==> config.mk <==
export PLATFORM = sky130hd
export DESIGN_NAME = layer_tile_sequencer
export DESIGN_NICKNAME = d
export VERILOG_FILES = /design/src/rtl/layer_tile_sequencer.sv
export SDC_FILE = /design/constraint.sdc
export NUM_CORES = 1
export LEC_CHECK = 0
export BUFFER_PORTS_ARGS = -buffer_cell sky130_fd_sc_hd__buf_2
export CORE_ASPECT_RATIO = 0.6
export CORE_MARGIN = 2
export CORE_UTILIZATION = 30
export CTS_CLUSTER_SIZE = 20
export DETAILED_ROUTE_END_ITERATION = 12
export HOLD_SLACK_MARGIN = 0.15
export PLACE_DENSITY = 0.59
export SLEW_MARGIN = 15
export SYNTH_ARGS = -nofsm -noshare
export SYNTH_HDL_FRONTEND = slang
export SYNTH_SLANG_ARGS = --single-unit
==> constraint.sdc <==
create_clock -name clk -period 3.7 [get_ports clk]
set_input_delay 0.37 -clock clk [delete_from_list [all_inputs] [get_ports clk]]
set_output_delay 0.37 -clock clk [all_outputs]
set_load 0.05 [all_outputs]
==> src/rtl/layer_tile_sequencer.sv <==
// Layer tile sequencer: splits a layer into ceil(out_channels/NUM_FILTERS) passes with a parameter-load handshake per pass.
// Latency: tag outputs are combinational on the accepted pixel; done pulses 2 cycles after the last pixel or after start on a bad config.
// Backpressure: counters advance only on pixel_valid in COMPUTE; LOAD waits indefinitely for load_done.
//
// Ports:
//   clk, rst                        clock, synchronous active-high reset
//   start + img_width/img_height/in_channels/out_channels/stride    layer configuration, latched in IDLE on start
//   load_en / load_done             parameter_loader handshake (registered request, one-cycle completion pulse)
//   pixel_valid                     one pixel accepted this cycle, ordered col, row, ch
//   weight_addr, bias_addr          weight/bias BRAM read addresses (current ch / current tile)
//   tile_idx, active_lanes          current pass and its number of live filter lanes
//   pix_col, pix_row, first_ch, last_ch, out_keep, out_last   per-pixel tags
//   busy, done, err                 layer active / completion pulse / configuration error (valid with done)
module layer_tile_sequencer #(
    parameter int NUM_FILTERS = 64,
    parameter int DIM_W       = 12,
    parameter int CH_W        = 12,
    parameter int W_ADDR_W    = 9,
    parameter int TILE_W      = 6
) (
    input  logic                clk,
    input  logic                rst,
    input  logic                start,
    input  logic [DIM_W-1:0]    img_width,
    input  logic [DIM_W-1:0]    img_height,
    input  logic [CH_W-1:0]     in_channels,
    input  logic [CH_W-1:0]     out_channels,
    input  logic [1:0]          stride,
    output logic                load_en,
    input  logic                load_done,
    input  logic                pixel_valid,
    output logic [W_ADDR_W-1:0] weight_addr,
    output logic [TILE_W-1:0]   bias_addr,
    output logic [TILE_W-1:0]   tile_idx,
    output logic [DIM_W-1:0]    pix_col,
    output logic [DIM_W-1:0]    pix_row,
    output logic                first_ch,
    output logic                last_ch,
    output logic                out_keep,
    output logic                out_last,
    output logic [7:0]          active_lanes,
    output logic                busy,
    output logic                done,
    output logic                err
);
    // One extra bit so tile-count and lane arithmetic cannot overflow.
    localparam int CW = CH_W + 1;
    localparam int TW = TILE_W + 1;

    typedef enum logic [2:0] {
        S_IDLE, S_CHECK, S_LOAD, S_COMPUTE, S_TILE_END, S_FINISH
    } state_t;

    state_t state, state_nx;

    logic [DIM_W-1:0]  width_r, height_r;
    logic [CH_W-1:0]   in_ch_r, out_ch_r;
    logic [1:0]        stride_r;
    logic [DIM_W-1:0]  col_r, row_r;
    logic [CH_W-1:0]   ch_r;
    logic [TILE_W-1:0] tile_r;
    logic [TW-1:0]     num_tiles_r;
    logic              err_r;

    logic [CW-1:0]     tiles_calc;
    logic [CW-1:0]     lanes_left;
    logic [TW-1:0]     tile_inc;
    logic              cfg_bad;
    logic              acc, col_end, row_end, ch_end, pass_end, s2;
    logic [DIM_W-1:0]  last_kcol, last_krow;

    assign tiles_calc = (CW'(out_ch_r) + CW'(NUM_FILTERS - 1)) / CW'(NUM_FILTERS);
    assign lanes_left = CW'(out_ch_r) - CW'(tile_r) * CW'(NUM_FILTERS);
    assign tile_inc   = TW'(tile_r) + TW'(1);

    assign cfg_bad = (width_r == '0) || (height_r == '0) || (in_ch_r == '0) ||
                     (CW'(in_ch_r) > CW'(2**W_ADDR_W)) || (out_ch_r == '0) ||
                     ((stride_r != 2'd1) && (stride_r != 2'd2)) ||
                     (tiles_calc > CW'(2**TILE_W));

    assign acc      = pixel_valid && (state == S_COMPUTE);
    assign col_end  = (col_r == width_r - DIM_W'(1));
    assign row_end  = (row_r == height_r - DIM_W'(1));
    assign ch_end   = (ch_r == in_ch_r - CH_W'(1));
    assign pass_end = acc && col_end && row_end && ch_end;

    // Last kept coordinate: with stride 2 it is the largest even index, i.e. W-2 when W is even.
    assign s2        = (stride_r == 2'd2);
    assign last_kcol = (s2 && !width_r[0])  ? width_r - DIM_W'(2)  : width_r - DIM_W'(1);
    assign last_krow = (s2 && !height_r[0]) ? height_r - DIM_W'(2) : height_r - DIM_W'(1);

    always_ff @(posedge clk) begin
        if (rst) state <= S_IDLE;
        else     state <= state_nx;
    end

    always_comb begin
        state_nx = state;
        case (state)
            S_IDLE:     if (start) state_nx = S_CHECK;
            S_CHECK:    state_nx = cfg_bad ? S_FINISH : S_LOAD;
            S_LOAD:     if (load_done) state_nx = S_COMPUTE;
            S_COMPUTE:  if (pass_end) state_nx = S_TILE_END;
            S_TILE_END: state_nx = (tile_inc < num_tiles_r) ? S_LOAD : S_FINISH;
            S_FINISH:   state_nx = S_IDLE;
            default:    state_nx = S_IDLE;
        endcase
    end

    always_ff @(posedge clk) begin
        if (rst) begin
            width_r     <= '0;
            height_r    <= '0;
            in_ch_r     <= '0;
            out_ch_r    <= '0;
            stride_r    <= '0;
            col_r       <= '0;
            row_r       <= '0;
            ch_r        <= '0;
            tile_r      <= '0;
            num_tiles_r <= '0;
            err_r       <= 1'b0;
            load_en     <= 1'b0;
        end else begin
            // Registered request: rises on the same edge that enters LOAD, drops on the edge that leaves it.
            load_en <= (state_nx == S_LOAD);
            case (state)
                S_IDLE: begin
                    if (start) begin
                        width_r  <= img_width;
                        height_r <= img_height;
                        in_ch_r  <= in_channels;
                        out_ch_r <= out_channels;
                        stride_r <= stride;
                        err_r    <= 1'b0;
                    end
                end
                S_CHECK: begin
                    err_r       <= cfg_bad;
                    num_tiles_r <= tiles_calc[TW-1:0];
                    tile_r      <= '0;
                    col_r       <= '0;
                    row_r       <= '0;
                    ch_r        <= '0;
                end
                S_COMPUTE: begin
                    if (acc) begin
                        if (!col_end) begin
                            col_r <= col_r + DIM_W'(1);
                        end else begin
                            col_r <= '0;
                            if (!row_end) begin
                                row_r <= row_r + DIM_W'(1);
                            end else begin
                                row_r <= '0;
                                ch_r  <= ch_end ? '0 : ch_r + CH_W'(1);
                            end
                        end
                    end
                end
                S_TILE_END: tile_r <= tile_r + TILE_W'(1);
                default: ;
            endcase
        end
    end

    always_comb begin
        active_lanes = 8'd0;
        if ((state == S_LOAD) || (state == S_COMPUTE) || (state == S_TILE_END))
            active_lanes = (lanes_left >= CW'(NUM_FILTERS)) ? 8'(NUM_FILTERS) : lanes_left[7:0];
    end

    assign pix_col     = acc ? col_r : '0;
    assign pix_row     = acc ? row_r : '0;
    assign first_ch    = acc && (ch_r == '0);
    assign last_ch     = acc && ch_end;
    assign out_keep    = last_ch && (!s2 || !col_r[0]) && (!s2 || !row_r[0]);
    assign out_last    = out_keep && (col_r == last_kcol) && (row_r == last_krow);
    assign weight_addr = ch_r[W_ADDR_W-1:0];
    assign bias_addr   = tile_r;
    assign tile_idx    = tile_r;
    assign busy        = (state != S_IDLE);
    assign done        = (state == S_FINISH);
    assign err         = done && err_r;

endmodule

==> metrics.md, run 1 <==
| Metric | Value |
|---|---|
| Fmax | 0.285 GHz |
| Startpoint types | flip-flop |
| Total negative slack | 0 ps |
| Crit path top cell by count | nand3_1 |
| Die area | 0.0247 mm² |
| Final Hold Vio Count | 0 |
| Synth warn | 0 |
| Reg clk slew, reported paths | 80 ps |
| Sequential-to-total area share from yosys stat | 29.7% |
| Hold EP | width_r[11]$_SDFFE_PP0P_ |
| Core area | 0.0230 mm² |
| Initial core utilization | 30.5% |
| Remaining global-route overflow | 0 |
| Worst Hold Class | input pin to flip-flop |
| HP Start | img_width[11] |
| DP HPWL | 16.6 mm |
| Worst EP arrival | 3140 ps |
| Largest net degree at the start of global routing | 33 |
| TritonCTS clock tree | yes |
| Multi-input gate area | 0.00446 mm² |
| Worst Max-Slew Pin Slew | 877 ps |
| Post-Route WL | 21.7 mm |
| Vias | 6889 |
| Clock root buffer | clkbuf_16 |
| Final Net Count | 1093 |
| Fin crit share | 94.9% |
| Num CTS Buffers | 9 |
| Dominant synthesized flop cell | dfxtp_1 |
| DP Area | 0.00781 mm² |
| R2r startpoint | width_r[1]$_SDFFE_PP0P_ |
| Vias in the first global route | 6227 |
| Filler cells | 2498 |
| Routing usage on met2 | 24.8% |
| Pre-antenna DRT Iters | 5 |
| Hold path depth | 3 |
| Post-Syn Area per Cell | 7.46 µm² |
| Chip Width | 201 µm |
| Met1 GRT Util | 27.6% |
| Final instance area | 0.00810 mm² |
| # Post-CTS Setup Buffers | 0 |
| Clock latency on the worst-skew pair | 360 ps |
| Port-buffer cells | 114 |
| First-pass GRT wire length | 34.5 mm |
| GRT Total Usage | 17.8% |
| Global placement routability congestion | 0.848 |
| H-tree depth | 3 |
| R2R setup slack | 210 ps |
| Clock buffer depth | 2 |
| Max-cap viol count | 0 |
| Post-Layout Cell Count | 1331 |
| Syn nets | 1022 |
| Num ports | 116 |
| GR peak layer | met1 |
| Die Y | 122 µm |
| Critical-path maximum fanout | 6 |
| Status | finished, final reports clean |
| Crit-path slowest cell | or4b_1 |
| Post-DR wirelength/cell | 16.3 µm |
| P&R area growth vs syn | 15.5% |
| Post-DRT Antenna Nets | 0 |
| Mapped cell area | 0.00702 mm² |
| CP required | 3330 ps |
| Number of synthesized flops with an enable pin | 0 |
| Cell area power density | 607 mW/mm² |
| Final Power | 4.92 mW |
| Pleak | 3.23 nW |
| Sequential cell area | 0.00208 mm² |
| CP max stage delay | 570 ps |
| Final min period | 3510 ps |
| Final Util | 35.2% |
| Post-synthesis cell type count | 66 |
| Worst vdd ir | 0.000259 V |
| Cell count after synthesis | 940 |
| Final setup vio count | 0 |
| N_diodes | 0 |
| Final Max Slew Viols | 0 |
| Clk_skew | 13.8 ps |
| Layout cell share with drive strength beyond 1 | 17.3% |
| #FFs+latches synth | 104 |
| Post-Place Cells | 1315 |
| Slew margin rel. | 40.8% |
| Clock sink count | 104 |
| Initial antenna violation count | 0 |
| Post-route DRC | 0 |
| Post-synthesis async set-or-reset flop share | 0% |
| Critical path endpoint category | output port |
| DR iter-0 viols | 497 |
| Reg2Reg Depth | 10 |
| Crit-path cells | inv_1 -> ha_1 -> or3b_4 -> or2_1 -> or4b_1 -> nand3_1 -> nand3_1 -> nor4_1 -> and3_2 -> buf_2 |
| RSZ-0062 raised after global routing | false |
| Crit Reg-Reg Endpoint | ch_r[5]$_SDFFE_PP0P_ |
| Met3 GRT Util | 3.35% |
| Site Rows | 43 |
| DR vias/cell | 5.18 |
| Crit path kind | flip-flop to output port |
[flip-flops by register name, indices dropped and copies added, names as in the netlist, 6 cells and up]
register and flops:
in_ch_r 12, num_tiles_r 7, bias_addr 6, row_r 12, width_r 12, out_ch_r 12
col_r 12, height_r 12, ch_r 12
[through the flow]
| stage | setup slack, ps | hold slack, ps |
|---|---|---|
| 6_report | 188 | 240 |
| 5_1_grt | 15.6 | 242 |
| 4_1_cts | 107 | 227 |
| 3_5_place_dp | 119 | 449 |
| 3_3_place_gp | 252 | 443 |
| 2_1_floorplan | 18.5 | 429 |
[metal layers]
layer  part of all wire [%]  wire length (µm)
met3                    5.9              1280
met1                     54             11700
met2                     39              8530
met5                      0                 0
met4                    1.2               255
[report_power, final]
part,internal (mW),switching [mW],total (mW)
logic,0.922,1.51,2.44
clock network,0.474,0.452,0.926
registers,1.30,0.258,1.56
[critical path, delay by kind of cell (launching register included)]
| kind | cells | cell delay [ps] |
|---|---|---|
| fa+ha+maj | 1 | 200 |
| buf+inv | 2 | 380 |
| flops | 1 | 330 |
| simple gates | 7 | 1880 |
[how the worst max path moves through the flow]
stage,start,endpoint,slack (ps),depth (start not counted)
detailed placement,width_r[0]$_SDFFE_PP0P_,ch_r[5]$_SDFFE_PP0P_,120,10
finish,width_r[1]$_SDFFE_PP0P_,out_last,190,10
global route,width_r[1]$_SDFFE_PP0P_,out_last,20,10
CTS,width_r[0]$_SDFFE_PP0P_,ch_r[5]$_SDFFE_PP0P_,110,10
floorplan,in_ch_r[0]$_SDFFE_PP0P_,out_last,20,10
global placement,width_r[0]$_SDFFE_PP0P_,ch_r[5]$_SDFFE_PP0P_,250,10
[cells in the mapped netlist, drive strengths merged, types with 14 or more instances]
cell | number | area (µm²)
nand2 | 152 | 571
dfxtp | 104 | 2080
a21oi | 83 | 423
clkbuf | 56 | 210
nor2 | 52 | 195
xnor2 | 45 | 394
o21ai | 40 | 200
and3 | 38 | 238
nand3 | 32 | 160
inv | 31 | 116
xor2 | 28 | 245
ha | 26 | 325
buf | 24 | 179
nor3 | 24 | 120
nand4 | 22 | 138
a31oi | 14 | 93.8
nor4 | 14 | 87.6
[logic make-up (layout without fill, tap and decap cells)]
kind of cell / count (synthesis) / in the layout / synth area share, %
other cells: 1 / 1 / 0.0535
simple gates: 415 / 415 / 30.1
flops: 104 / 104 / 29.7
fa+ha+maj: 27 / 27 / 4.92
xor+xnor: 74 / 74 / 9.45
compound gates: 195 / 195 / 16.9
mux: 11 / 11 / 1.61
buf+inv: 113 / 189 / 7.31
[layout make-up]
cell class / instances / share of cell area (%)
clock buffer: 11 / 3.00
clock inverter: 5 / 0.402
inverter: 33 / 1.53
multi-input combinational: 723 / 55.1
sequential: 104 / 25.7
tap: 315 / 4.87
timing repair buffer: 140 / 9.45
[repair_timing]
item                       in CTS  in global routing
gates resized for setup         0                  3
setup endpoints to repair       0                 23
hold buffers                    0                  0
[layout by cell type (no fill, tap or decap), types with 25 or more instances in the layout]
cell type	instances
nor2_1	51
nand3_1	32
and3_1	37
buf_2	114
o21ai_0	40
nand2_1	152
xor2_1	28
inv_1	31
xnor2_1	45
buf_4	26
a21oi_1	81
ha_1	25
dfxtp_1	104
(Power assumes the default switching activity.)
==> inputs of run 2 (changes only) <==
--- a/config.mk
+++ b/config.mk
@@ -6,13 +6,15 @@
 export NUM_CORES = 1
 export LEC_CHECK = 0
 export BUFFER_PORTS_ARGS = -buffer_cell sky130_fd_sc_hd__buf_2
+export CELL_PAD_IN_SITES_DETAIL_PLACEMENT = 1
+export CELL_PAD_IN_SITES_GLOBAL_PLACEMENT = 2
 export CORE_ASPECT_RATIO = 0.6
 export CORE_MARGIN = 2
 export CORE_UTILIZATION = 30
 export CTS_CLUSTER_SIZE = 20
 export DETAILED_ROUTE_END_ITERATION = 12
 export HOLD_SLACK_MARGIN = 0.15
-export PLACE_DENSITY = 0.59
+export PLACE_DENSITY = 0.86
 export SLEW_MARGIN = 15
 export SYNTH_ARGS = -nofsm -noshare
 export SYNTH_HDL_FRONTEND = slang
==> metrics.md, run 2 (synthesis results as in run 1) <==
| Metric | Value |
|---|---|
| Worst EP arrival | 3150 ps (about the same) |
| DP HPWL | 18.6 mm (+12%) |
| Global placement routability congestion | 0.890 (+4.9%) |
| Initial antenna violation count | 0 (unchanged) |
| Final Hold Vio Count | 0 (unchanged) |
| Clk_skew | 5.11 ps (-8.67 ps) |
| CP startpoint | width_r[1]$_SDFFE_PP0P_ |
| Final setup vio count | 0 (unchanged) |
| Crit-path cells | inv_1 -> ha_1 -> or3b_4 -> or2_1 -> or4b_1 -> nand3_1 -> nand3_1 -> nor4_2 -> and3_2 -> clkbuf_4 |
| Vias | 7064 (+2.5%) |
| CP max stage delay | 580 ps (about the same) |
| Worst vdd ir | 0.000207 V (-20%) |
| R2r startpoint | width_r[1]$_SDFFE_PP0P_ |
| Fin crit share | 95.0% (+0.096 points) |
| Cell area power density | 625 mW/mm² (+2.9%) |
| Final instance area | 0.00816 mm² (+0.70%) |
| Commonest non-fill, non-tap cell in the layout | nand2_1 |
| Critical path endpoint category | output port |
| Initial core utilization | 30.5% (unchanged) |
| Critical-path maximum fanout | 6 (unchanged) |
| Post-Place Setup Slack | 186 ps (+67.5 ps) |
| Slew margin rel. | 33.6% (-7.2 points) |
| Chip Width | 201 µm (unchanged) |
| Final Util | 35.4% (+0.24 points) |
| Final min period | 3520 ps (+3.54 ps) |
| Port-buffer cells | 114 (unchanged) |
| Crit-path slowest cell | or4b_1 |
| TritonCTS clock tree | yes |
| Num CTS Buffers | 9 (unchanged) |
| Final Net Count | 1094 (+0.091%) |
| H-tree depth | 3 (unchanged) |
| Pre-antenna DRT Iters | 5 (unchanged) |
| Remaining global-route overflow | 0 (unchanged) |
| Clock sink count | 104 (unchanged) |
| P&R area growth vs syn | 16.3% |
| Num ports | 116 (unchanged) |
| Layout cell share with drive strength beyond 1 | 17.4% (+0.081 points) |
| Core area | 0.0230 mm² (unchanged) |
| Vias in the first global route | 6830 (+9.7%) |
| Clock latency on the worst-skew pair | 360 ps (about the same) |
| Final Max Slew Viols | 0 (unchanged) |
| Fmax | 0.284 GHz (-0.10%) |
| Site Rows | 43 (unchanged) |
| Max-cap viol count | 0 (unchanged) |
| Hold buffer count at cts | 0 (unchanged) |
| Worst Max-Slew Pin Slew | 983 ps (+106 ps) |
| DR vias/cell | 5.30 (+2.5%) |
| Worst Hold Class | input pin to flip-flop |
| # Post-CTS Setup Buffers | 0 (unchanged) |
| Clock buffer depth | 2 (unchanged) |
| Pleak | 3.27 nW (+1.1%) |
| RSZ-0062 raised after global routing | false |
| Commonest cells after routing, fill and taps aside | 152 x nand2_1, 113 x buf_2, 104 x dfxtp_1, 81 x a21oi_1, 51 x nor2_1 |
| First-pass GRT wire length | 38.4 mm (+11%) |
| Crit path top cell by count | nand3_1 |
| Die area | 0.0247 mm² (unchanged) |
| Largest net degree at the start of global routing | 43 (+30%) |
| Post-DR wirelength/cell | 18.1 µm (+11%) |
| GRT Total Usage | 19.8% (+2.0 points) |
| HP Start | img_height[0] |
| Reg clk slew, reported paths | 70 ps (about the same) |
| Final worst-path setup slack | 184 ps (-3.54 ps) |
| N_diodes | 0 (unchanged) |
| DR iter-0 viols | 515 (+3.6%) |
| Clock root buffer | clkbuf_16 |
| Status | finished, final reports clean |
| Crit path kind | flip-flop to output port |
| Post-Route WL | 24.1 mm (+11%) |
| Die Y | 122 µm (unchanged) |
| Startpoint types | flip-flop |
| Post-route DRC | 0 (unchanged) |
| Total negative slack | 0 ps (unchanged) |
| DP Area | 0.00782 mm² (about the same) |
| Post-DRT Antenna Nets | 0 (unchanged) |
| CP required | 3330 ps (about the same) |
==> run 2: final timing paths <==
kind	to	slack, ps	depth (start not counted)
hold reg to reg	stride_r[0]$_SDFFE_PP0P_	470	2
setup / recovery	out_last	180	10
setup reg to reg	ch_r[3]$_SDFFE_PP0P_	250	10
hold / removal	height_r[0]$_SDFFE_PP0P_	240	3
==> run 2: worst max-delay path, delay by kind of cell (launching register included) <==
kind / cells / cell delay [ps]
flops: 1 / 320
simple gates: 7 / 1920
buf+inv: 2 / 340
fa+ha+maj: 1 / 210
==> run 2: power breakdown <==
group / switching [mW] / internal, mW
Clock: 0.453 / 0.613
Sequential: 0.259 / 1.30
Combinational: 1.55 / 0.922
Total: 2.26 / 2.83
==> run 2: routing by layer <==
| metal | GRT usage [%] | vias to the layer above | wire length (µm) |
|---|---|---|---|
| met4 | 4.14 | 0 | 231 |
| li1 | - | 3446 | - |
| met5 | 0 | - | 0 |
| met3 | 4.22 | 17 | 1280 |
| met2 | 28.6 | 183 | 9710 |
| met1 | 29.8 | 3418 | 12900 |
==> run 2: repair_timing <==
action,CTS,global route
hold endpoints to repair,0,0
resized for setup,0,4
setup endpoints to repair,0,5
==> run 2: per-stage QoR <==
| step | total power [mW] | hold WS, ps | std cells |
|---|---|---|---|
| after floorplan | 3.28 | 429 | 940 |
| after global placement | 3.97 | 443 | 1316 |
| after detailed placement | 4.03 | 456 | 1316 |
| after CTS | 5.13 | 227 | 1332 |
| after global routing | 5.48 | 236 | 1332 |
| final | 5.10 | 245 | 1332 |
==> run 2: final cells by class <==
| type | count | area, µm² |
|---|---|---|
| Multi-Input combinational cell | 723 | 4460 |
| Clock buffer | 11 | 243 |
| Sequential cell | 104 | 2080 |
| Tap cell | 315 | 394 |
| Fill cell | 2905 | 14900 |
| Timing Repair Buffer | 141 | 776 |
| Clock inverter | 5 | 78.8 |
| Inverter | 33 | 124 |
